==> src/rtl/mult_div_pkg.sv <==
// Shared definitions for the sequential multiply and divide units.
//   MD_WIDTH     : operand width of the multiply/divide datapath
//   md_state_e   : handshake FSM states shared by both units
//   booth_op_e   : radix-4 Booth recode operations
//   booth_recode : maps a {Q[1], Q[0], q_m1} triplet to its Booth operation
package mult_div_pkg;

    localparam int unsigned MD_WIDTH = 32;

    typedef enum logic [1:0] {
        IDLE,
        RUN,
        DONE
    } md_state_e;

    typedef enum logic [2:0] {
        BOOTH_ZERO,
        BOOTH_P1,
        BOOTH_P2,
        BOOTH_M1,
        BOOTH_M2
    } booth_op_e;

    function automatic booth_op_e booth_recode(input logic [2:0] trip);
        booth_op_e op;
        case (trip)
            3'b001, 3'b010: op = BOOTH_P1;
            3'b011:         op = BOOTH_P2;
            3'b100:         op = BOOTH_M2;
            3'b101, 3'b110: op = BOOTH_M1;
            default:        op = BOOTH_ZERO;  // 000 and 111
        endcase
        return op;
    endfunction

endpackage

==> src/rtl/booth_step.sv <==
// One combinational radix-4 Booth iteration.
//   a_cur, q_cur, q_m1_cur : current accumulator, multiplier and guard bit
//   m                      : multiplicand, sign-extended to WIDTH+2
//   a_nxt, q_nxt, q_m1_nxt : {A,Q,q_m1} after add and 2-bit arithmetic shift
module booth_step
    import mult_div_pkg::*;
#(
    parameter int unsigned WIDTH = MD_WIDTH
) (
    input  logic [WIDTH+1:0] a_cur,
    input  logic [WIDTH-1:0] q_cur,
    input  logic             q_m1_cur,
    input  logic [WIDTH+1:0] m,
    output logic [WIDTH+1:0] a_nxt,
    output logic [WIDTH-1:0] q_nxt,
    output logic             q_m1_nxt
);

    booth_op_e        op;
    logic [WIDTH+1:0] term;
    logic             sub;
    logic [WIDTH+1:0] operand;
    logic [WIDTH+1:0] sum;

    assign op = booth_recode({q_cur[1:0], q_m1_cur});

    always_comb begin
        term = '0;
        sub  = 1'b0;
        unique case (op)
            BOOTH_P1: term = m;
            BOOTH_P2: term = {m[WIDTH:0], 1'b0};
            BOOTH_M1: begin
                term = m;
                sub  = 1'b1;
            end
            BOOTH_M2: begin
                term = {m[WIDTH:0], 1'b0};
                sub  = 1'b1;
            end
            default:  term = '0;
        endcase
    end

    // Subtraction is ~term with the +1 supplied through the carry-in.
    assign operand = sub ? ~term : term;

    generate
        if (WIDTH == 32) begin : g_cla
            logic [31:0] lo;
            logic        carry;
            logic [1:0]  hi;

            cla_32 u_cla (
                .a   (a_cur[31:0]),
                .b   (operand[31:0]),
                .cin (sub),
                .sum (lo),
                .cout(carry)
            );

            // Two guard bits keep -2M of the most negative operand in range.
            assign hi  = a_cur[WIDTH+1:WIDTH] + operand[WIDTH+1:WIDTH] + {1'b0, carry};
            assign sum = {hi, lo};
        end else begin : g_add
            assign sum = a_cur + operand + {{(WIDTH + 1){1'b0}}, sub};
        end
    endgenerate

    assign a_nxt    = {{2{sum[WIDTH+1]}}, sum[WIDTH+1:2]};
    assign q_nxt    = {sum[1:0], q_cur[WIDTH-1:2]};
    assign q_m1_nxt = q_cur[1];

endmodule

==> src/rtl/cla_32.sv <==
// 32-bit carry-lookahead adder: 4-bit lookahead groups with the group
// carries chained between groups.
//   a, b : addends
//   cin  : carry in
//   sum  : a + b + cin, low 32 bits
//   cout : carry out of bit 31
module cla_32 (
    input  logic [31:0] a,
    input  logic [31:0] b,
    input  logic        cin,
    output logic [31:0] sum,
    output logic        cout
);

    genvar gi;
    generate
        for (gi = 0; gi < 8; gi++) begin : g_grp
            logic       c_in;
            logic [3:0] p;
            logic [3:0] g;
            logic [4:0] c;

            if (gi == 0) begin : g_first
                assign c_in = cin;
            end else begin : g_chain
                assign c_in = g_grp[gi-1].c[4];
            end

            assign p = a[4*gi +: 4] ^ b[4*gi +: 4];
            assign g = a[4*gi +: 4] & b[4*gi +: 4];

            assign c[0] = c_in;
            assign c[1] = g[0] | (p[0] & c_in);
            assign c[2] = g[1] | (p[1] & g[0]) | (p[1] & p[0] & c_in);
            assign c[3] = g[2] | (p[2] & g[1]) | (p[2] & p[1] & g[0])
                        | (p[2] & p[1] & p[0] & c_in);
            assign c[4] = g[3] | (p[3] & g[2]) | (p[3] & p[2] & g[1])
                        | (p[3] & p[2] & p[1] & g[0])
                        | (p[3] & p[2] & p[1] & p[0] & c_in);

            assign sum[4*gi +: 4] = p ^ c[3:0];
        end
    endgenerate

    assign cout = g_grp[7].c[4];

endmodule

==> src/rtl/mult_booth_seq.sv <==
// Sequential signed WIDTH x WIDTH radix-4 Booth multiplier.
//   clock, reset   : rising-edge clock, synchronous active-high reset
//   ctrl_MULT      : start pulse; operands sampled in the same cycle
//   data_operandA  : multiplicand (two's complement)
//   data_operandB  : multiplier (two's complement)
//   data_result    : low WIDTH bits of the product (held)
//   data_product   : full 2*WIDTH signed product (held)
//   data_exception : product does not fit in WIDTH signed bits (held)
//   data_resultRDY : one-cycle pulse when the outputs are fresh
//   busy           : high while an operation is in RUN or DONE
module mult_booth_seq
    import mult_div_pkg::*;
#(
    parameter int unsigned WIDTH = MD_WIDTH,
    parameter int unsigned ITERS = WIDTH / 2
) (
    input  logic               clock,
    input  logic               reset,
    input  logic               ctrl_MULT,
    input  logic [WIDTH-1:0]   data_operandA,
    input  logic [WIDTH-1:0]   data_operandB,
    output logic [WIDTH-1:0]   data_result,
    output logic [2*WIDTH-1:0] data_product,
    output logic               data_exception,
    output logic               data_resultRDY,
    output logic               busy
);

    localparam int unsigned CW = (ITERS > 1) ? $clog2(ITERS) : 1;
    localparam logic [CW-1:0] LastCount = CW'(ITERS - 1);

    md_state_e state_q, state_d;

    logic [CW-1:0]      counter_q;
    logic [WIDTH+1:0]   m_q;
    logic [WIDTH+1:0]   a_q;
    logic [WIDTH-1:0]   q_q;
    logic               q_m1_q;
    logic [WIDTH-1:0]   result_q;
    logic [2*WIDTH-1:0] product_q;
    logic               exception_q;

    logic [WIDTH+1:0]   a_nxt;
    logic [WIDTH-1:0]   q_nxt;
    logic               q_m1_nxt;
    logic [2*WIDTH-1:0] product_nxt;
    logic [WIDTH:0]     top_bits;
    logic               exception_nxt;
    logic               last_iter;

    booth_step #(
        .WIDTH(WIDTH)
    ) u_step (
        .a_cur   (a_q),
        .q_cur   (q_q),
        .q_m1_cur(q_m1_q),
        .m       (m_q),
        .a_nxt   (a_nxt),
        .q_nxt   (q_nxt),
        .q_m1_nxt(q_m1_nxt)
    );

    // The output registers are loaded on the final iteration so they are
    // already valid in the DONE (RDY) cycle.
    assign product_nxt   = {a_nxt[WIDTH-1:0], q_nxt};
    assign top_bits      = product_nxt[2*WIDTH-1:WIDTH-1];
    assign exception_nxt = ~((&top_bits) | ~(|top_bits));
    assign last_iter     = (counter_q == LastCount);

    always_ff @(posedge clock) begin
        if (reset) begin
            state_q <= IDLE;
        end else begin
            state_q <= state_d;
        end
    end

    always_comb begin
        state_d        = state_q;
        data_resultRDY = 1'b0;
        busy           = 1'b0;
        unique case (state_q)
            IDLE: begin
                if (ctrl_MULT) state_d = RUN;
            end
            RUN: begin
                busy = 1'b1;
                if (last_iter) state_d = DONE;
            end
            DONE: begin
                busy           = 1'b1;
                data_resultRDY = 1'b1;
                // A start in the RDY cycle chains straight into the next run.
                state_d        = ctrl_MULT ? RUN : IDLE;
            end
            default: state_d = IDLE;
        endcase
    end

    always_ff @(posedge clock) begin
        if (reset) begin
            counter_q   <= '0;
            m_q         <= '0;
            a_q         <= '0;
            q_q         <= '0;
            q_m1_q      <= 1'b0;
            result_q    <= '0;
            product_q   <= '0;
            exception_q <= 1'b0;
        end else begin
            unique case (state_q)
                IDLE, DONE: begin
                    if (ctrl_MULT) begin
                        m_q       <= {{2{data_operandA[WIDTH-1]}}, data_operandA};
                        a_q       <= '0;
                        q_q       <= data_operandB;
                        q_m1_q    <= 1'b0;
                        counter_q <= '0;
                    end
                end
                RUN: begin
                    a_q       <= a_nxt;
                    q_q       <= q_nxt;
                    q_m1_q    <= q_m1_nxt;
                    counter_q <= counter_q + 1'b1;
                    if (last_iter) begin
                        result_q    <= q_nxt;
                        product_q   <= product_nxt;
                        exception_q <= exception_nxt;
                    end
                end
                default: ;
            endcase
        end
    end

    assign data_result    = result_q;
    assign data_product   = product_q;
    assign data_exception = exception_q;

endmodule

==> config.mk <==
export PLATFORM = sky130hd
export DESIGN_NAME = mult_booth_seq
export DESIGN_NICKNAME = d
export VERILOG_FILES = /design/src/rtl/mult_div_pkg.sv /design/src/rtl/booth_step.sv /design/src/rtl/cla_32.sv /design/src/rtl/mult_booth_seq.sv
export SDC_FILE = /design/constraint.sdc
export NUM_CORES = 1
export LEC_CHECK = 0
export CAP_MARGIN = 0
export CORE_MARGIN = 2
export CORE_UTILIZATION = 24
export CTS_BUF_LIST = sky130_fd_sc_hd__clkbuf_8
export CTS_CLUSTER_SIZE = 20
export DETAILED_ROUTE_END_ITERATION = 10
export PLACE_DENSITY = 0.43
export SYNTH_ARGS = -nofsm -noshare
export SYNTH_HDL_FRONTEND = slang
export SYNTH_SLANG_ARGS = --single-unit
export TNS_END_PERCENT = 5
==> constraint.sdc <==
create_clock -name clock -period 5.1 [get_ports clock]
set_input_delay 0.51 -clock clock [delete_from_list [all_inputs] [get_ports clock]]
set_output_delay 0.51 -clock clock [all_outputs]
set_load 0.05 [all_outputs]
Word-level counts from Yosys, hierarchy flattened
Index checks and enable logic that the tools add are counted.
Storage, ports and cells
  memory bits (read-only): 0
  bits in registers: 202
  input bits: 67
  memories: 0
  logic and storage cells: 297
  RAM bits: 0
  bits in latches: 0
Operators by class
  bitwise gates (word level): 236
  $lt $le $gt $ge: 0
  $add $sub $neg: 3
  div/mod/pow operators: 0
  multipliers: 0
  reductions and logical operators: 15
  equality and inequality tests: 16
  muxes and demuxes: 18
  shift operators: 0
Operators with widths (count)
  $pmux W34 S2: 2
  $and A1 B1 Y1: 128
  $or A1 B1 Y1: 81
  $mux W34: 2
  $pmux W32 S2: 1
  $xor A4 B4 Y4: 16
  $not A34 Y34: 1
  $reduce_and A33 Y1: 1
  $reduce_or A33 Y1: 1
  $and A4 B4 Y4: 8
  $mux W32: 1
  $reduce_or A2 Y1: 7
  $eq A3 B2 Y1 const B: 4
  $eq A3 B3 Y1 const B: 4
  $pmux W3 S4: 1
  $pmux W4 S2: 1
  $reduce_and A2 Y1: 4
  $eq A3 B1 Y1 const B: 2
  $ne A2 B2 Y1 const B: 3
  $pmux W2 S3: 1
  $mux W1: 5
  $add A4 B1 Y4 const B: 1
  $eq A4 B4 Y1 const B: 1
  $mux W2: 2
  9 further kinds: 10

Depth between registers and ports, before layout
  depth after elaboration: 33
  gate-level depth with buffers: 25
  mapped depth without buffers: 24

Modules after synthesis
From an unflattened synthesis, not the netlist that was laid out.
Second synthesis, totals
  cell total of the unflattened synthesis: 1128
  area total of the unflattened synthesis: 9380.2 um2
Modules (own cells, without submodules)
  mult_booth_seq: area each 6860.3 um2, instances 1, cells an instance 814, sequential area each 3403.3 um2
  cla_32: area each 1342.5 um2, instances 1, cells an instance 155, sequential area each 0.0 um2
  booth_step: area each 1177.4 um2, instances 1, cells an instance 159, sequential area each 0.0 um2

Worst setup path before layout
Ideal clock, no wire load.
  path type: flip-flop to flip-flop
  from: register q_q[0]
  to: register exception_q, in the netlist data_exception
  setup time: 0.119 ns
  stages on the path, launching flop included: 25
  path slack: -0.353 ns
  data required time: 4.981 ns
  arrival: 5.334 ns
  period minus slack after synthesis: 5.453 ns
  cells stage by stage: dfxtp_1 -> inv_1 -> ha_1 -> or3_1 -> nand3_2 -> nand2_2 -> buf_1 -> xnor2_1 -> ha_1 -> a21o_1 -> a221o_1 -> a32oi_1 -> o22a_1 -> nand3_1 -> nand3_1 -> o21ai_1 -> a21oi_1 -> fa_1 -> nand4b_1 -> or4_1 -> nor4_1 -> nand4_1 -> nor2_1 -> a41o_1 -> nor2_1
Between the ends
  cells in the longest elaborated chain, start to end: 33
  elaborated cells between the ends (all ways): 259
  classes of those cells: add/sub (2); eq/ne (10); mux (4); bitwise (236); reduce/logical (7)
RTL lines
  start: declaration: RTL line mult_booth_seq.sv:37  | logic [WIDTH-1:0] q_q;
  start signal: assignment: RTL line mult_booth_seq.sv:116  | q_q <= data_operandB;
  start signal: assignment: RTL line mult_booth_seq.sv:123  | q_q <= q_nxt;
  $eq A3 B3 Y1 (tied with other cells): RTL line mult_div_pkg.sv:26  | case (trip)
  $reduce_or A2 Y1: RTL line mult_div_pkg.sv:26
  $pmux W3 S4 *: RTL line mult_div_pkg.sv:26
  $eq A3 B2 Y1 (tied with other cells): RTL line booth_step.sv:30  | unique case (op)
  $reduce_or A2 Y1 (no source line)
  $pmux W34 S2: RTL line booth_step.sv:30
  $not A34 Y34: RTL line booth_step.sv:46  | assign operand = sub ? ~term : term;
  $mux W34: RTL line booth_step.sv:46
  [... 17 more ...]
  $or A1 B1 Y1: RTL line cla_32.sv:39  | | (p[3] & p[2] & p[1] & p[0] & c_in);
  $and A1 B1 Y1 (on tied branches)
  $or A1 B1 Y1 (on tied branches)
  $add A2 B1 Y2 / $xor A4 B4 Y4 (equally long branches): RTL line booth_step.sv:63, cla_32.sv:41
  $reduce_or A33 Y1: RTL line mult_booth_seq.sv:67  | assign exception_nxt = ~((&top_bits) | ~(|top_bits));
  $not A1 Y1: RTL line mult_booth_seq.sv:67
  $or A1 B1 Y1 *: RTL line mult_booth_seq.sv:67
  $not A1 Y1 *: RTL line mult_booth_seq.sv:67
  end signal: assignment: RTL line mult_booth_seq.sv:129  | exception_q <= exception_nxt;
  end: declaration: RTL line mult_booth_seq.sv:41  | logic exception_q;
Mark *: on every way between the ends. The rest lies on a longest branch, timed or not.
A chain may end at the register's enable or synchronous reset.

Worst setup path after layout
  from: register q_m1_q
  to: register exception_q, in the netlist data_exception
Between the ends
  cells in the longest elaborated chain, start to end: 33
  elaborated cells between the ends (all ways): 259
  classes of those cells: add/sub (2); eq/ne (10); mux (4); bitwise (236); reduce/logical (7)
RTL lines
  start: declaration: RTL line mult_booth_seq.sv:38  | logic q_m1_q;
  start signal: assignment: RTL line mult_booth_seq.sv:124  | q_m1_q <= q_m1_nxt;
  $eq A3 B3 Y1 (tied with other cells): RTL line mult_div_pkg.sv:26
  $reduce_or A2 Y1: RTL line mult_div_pkg.sv:26
  $pmux W3 S4 *: RTL line mult_div_pkg.sv:26
  $eq A3 B2 Y1 (tied with other cells): RTL line booth_step.sv:30
  $reduce_or A2 Y1 (no source line)
  $pmux W34 S2: RTL line booth_step.sv:30
  $not A34 Y34: RTL line booth_step.sv:46
  $mux W34: RTL line booth_step.sv:46
  [... 17 more ...]
  $or A1 B1 Y1: RTL line cla_32.sv:39
  $and A1 B1 Y1 (on tied branches)
  $or A1 B1 Y1 (on tied branches)
  $add A2 B1 Y2 / $xor A4 B4 Y4 (equally long branches): RTL line booth_step.sv:63, cla_32.sv:41
  $reduce_or A33 Y1: RTL line mult_booth_seq.sv:67
  $not A1 Y1: RTL line mult_booth_seq.sv:67
  $or A1 B1 Y1 *: RTL line mult_booth_seq.sv:67
  $not A1 Y1 *: RTL line mult_booth_seq.sv:67
Marked as above.

==> qor.txt <==
Core ar.: 0.0363 mm^2
# setup viols final: 1
Synth area leaders: dfxtp_1 (38%), nand2_1 (9.1%), a21oi_1 (7.3%), ha_1 (5.8%), xnor2_1 (4.3%)
CP Capture Type: flip-flop
syn_area_per_cell: 8.15 um^2
status: finished with violations
Worst Hold Class: flip-flop to flip-flop
fin cells: 1745
Total Routing Usage GR: 0.149
Area Overhead vs Synth: 35.1%
Seq cells post-synth: 168
Arrival @ worst endpoint: 5.67 ns
Synth cell types: 55
slew margin rel.: 0.252
Worst EP required: 5.45 ns
Routed Antenna Nets: 0
vias in the first global route: 7777
die area: 0.0382 mm^2
final hold violation count: 0
Design Area, Final: 0.0119 mm^2
Num CTS Buffers: 17
io pins: 166
Inst Count DP: 1710
Main synth FF type: dfxtp_1
Initial Util: 0.242
Hold Path Depth: 2
clk buf depth: 2
unrepaired setup endpoints after global routing: true
insertion delay to the later sink of the worst-skew pair: 0.46 ns
setup TNS: -0.214 ns
top-count cell post-synth: nand2_1
Least-Margin Pin Slew: 1.12 ns
net count after synthesis: 1196
Startpoint Class: flip-flop
initial antenna violation count: 0
Mapped Area: 0.00879 mm^2
failing checks: negative setup slack
clk slew on worst S/H paths: 0.11 ns
Clock Root Buffer: clkbuf_8
routed len/inst: 16.4 um
Layout Utilization: 0.327
Pleak: 0.00449 uW
sequential fraction of the synthesis area: 0.383
Post-synth top cells: nand2_1 (212), dfxtp_1 (168), a21oi_1 (129)
MaxCap Viol Count: 0
Remaining DRCs: 0
drt initial violations: 448
Via density: 4.61
Worst Clk Skew: 0.0233 ns
via count: 8042
drt first pass iters: 5
Register Area: 0.00336 mm^2
ys async rst share: 0
fin. max-slew vios: 0
EDFF count, synth: 0
pin count of the biggest net entering global routing: 100
CTS tree: built
share of layout cells above drive strength 1: 0.128
GR Overflow Total: 0
routed wire length: 28.6 mm
critical path type: flip-flop to flip-flop
Antenna diodes: 0
Synth area leader: dfxtp_1
Gate Count Post-Synth: 1079
die width: 195 um
R2R Setup Slk: -0.21 ns
first-pass GRT wire length: 44.8 mm
Die Y: 195 um
P per Cell Area: 275 mW/mm^2
Final WS setup: -0.214 ns
dpl hpwl: 20.8 mm
part of the cycle the worst path needs: 1.04
Fill cells: 3888
clock net sink count: 168
Worst Path Max Fanout: 8
Max Freq: 188 MHz
Syn. warnings: 0
minimum clock period: 5.31 ns
CTS H-tree depth: 4
PortBufs: 165
area of the multi-input gates: 0.00502 mm^2
final net count: 1381
placed cell areas: 0.0114 mm^2
gpl congestion: 0.875
Cell Rows: 70
VDD IR max: 0.166 mV
share of the synthesized area in the top cell type: 0.383
Worst R2R Path Depth: 24
## registers in the layout, indices dropped and copies added (netlist names)
register / count
data_product: 33
q_m1_q: 1
data_exception: 1
a_q: 32
state_q: 2
data_result: 31
m_q: 32
q_q: 32
counter_q: 4
## kinds of logic after synthesis
logic type | Yosys count | synth area share
AOI/OAI and AO/OA | 263 | 0.188
xor gates and xnor gates | 56 | 0.0558
adders and majority gates | 50 | 0.0789
buffers and inverters | 116 | 0.0632
DFF | 168 | 0.383
muxes | 34 | 0.0387
and+or+nand+nor | 392 | 0.192
## power breakdown
group / switching [uW] / internal, uW / total [uW] / leakage (uW)
combinational: 499 / 388 / 887 / 0.00292
sequential: 48.1 / 1370 / 1420 / 0.00137
clock: 597 / 369 / 966 / 0.000195
## worst max-delay path: stages (launching register included)
cell and delay, ns:
dfxtp_1 0.36, inv_1 0.07, ha_1 0.20, or3_1 0.42, nand3_4 0.14, nand2_8 0.10
xnor2_1 0.18, ha_1 0.31, nand3_1 0.10, or3_1 0.42, a211o_1 0.29, a21o_1 0.22
nand3_2 0.10, nand3_1 0.10, o21ai_2 0.17, a21oi_2 0.10, fa_1 0.55, nor4b_4 0.22
nand4_1 0.15, nor4_2 0.18, nand3b_1 0.14, nor4b_2 0.24, nand4b_1 0.14, nor4b_2 0.24
nor2_1 0.06
## layout by cell type (no fill, tap or decap), types with 3 or more instances in the layout
master           count
fa_1                 9
a31oi_1              3
and2_1               3
ha_1                40
inv_1               15
clkdlybuf4s50_1    164
o21bai_1             3
a21oi_2              3
or4_1                3
xnor2_1             42
clkinv_4             3
a21oi_1            127
nand2_1            211
nand4_1             11
nand3_1             27
o21ai_1              4
a22oi_1             49
buf_4               98
and3_1               5
o21ai_0              5
nor2_1              81
xor2_1              13
a21o_1               9
nor3_1              14
nand2b_1             4
mux2i_1             34
nor4_1               4
nand3b_1             3
or3_1                6
a211oi_1            39
buf_12               4
dfxtp_1            167
clkbuf_8            17
inv_8                7
## cell type report
type / instances / area share
clock inverter: 15 / 0.0133
tap: 468 / 0.0493
multi-input combinational: 796 / 0.423
clock buffer: 17 / 0.0197
sequential: 168 / 0.283
inverter: 15 / 0.00474
timing repair buffer: 266 / 0.207
## final timing paths
| path | start | to |
|---|---|---|
| max | q_m1_q | data_exception |
| min | data_product[33] | data_product[33] |
| max reg2reg | q_m1_q | data_exception |
| min reg2reg | data_product[33] | data_product[33] |
## metal layers
metal,routed length (um),track usage
met1,15100,0.225
met5,0,0
met4,264,0.0297
met2,12400,0.227
met3,795,0.0185
## what timing repair did
action / 4_1_cts / 5_1_grt
setup buffers: 2 / 0
cloned: 1 / 0
pin swaps: 5 / 1
resized for setup: 13 / 1
hold buffers: 0 / 0
endpoints found under the setup margin: 1 / 1
endpoints found under the hold margin: 0 / 0
## per-stage QoR
stage               total power (uW)  setup slack [ns]  hold slack, ns
floorplan                       1920           0.00975           0.436
global placement                2320            -0.246           0.444
detailed placement              2320            -0.392           0.447
CTS                             3330            -0.168           0.463
global route                    3460            -0.570           0.473
finish                          3270            -0.214           0.458
(Power assumes the default switching activity.)
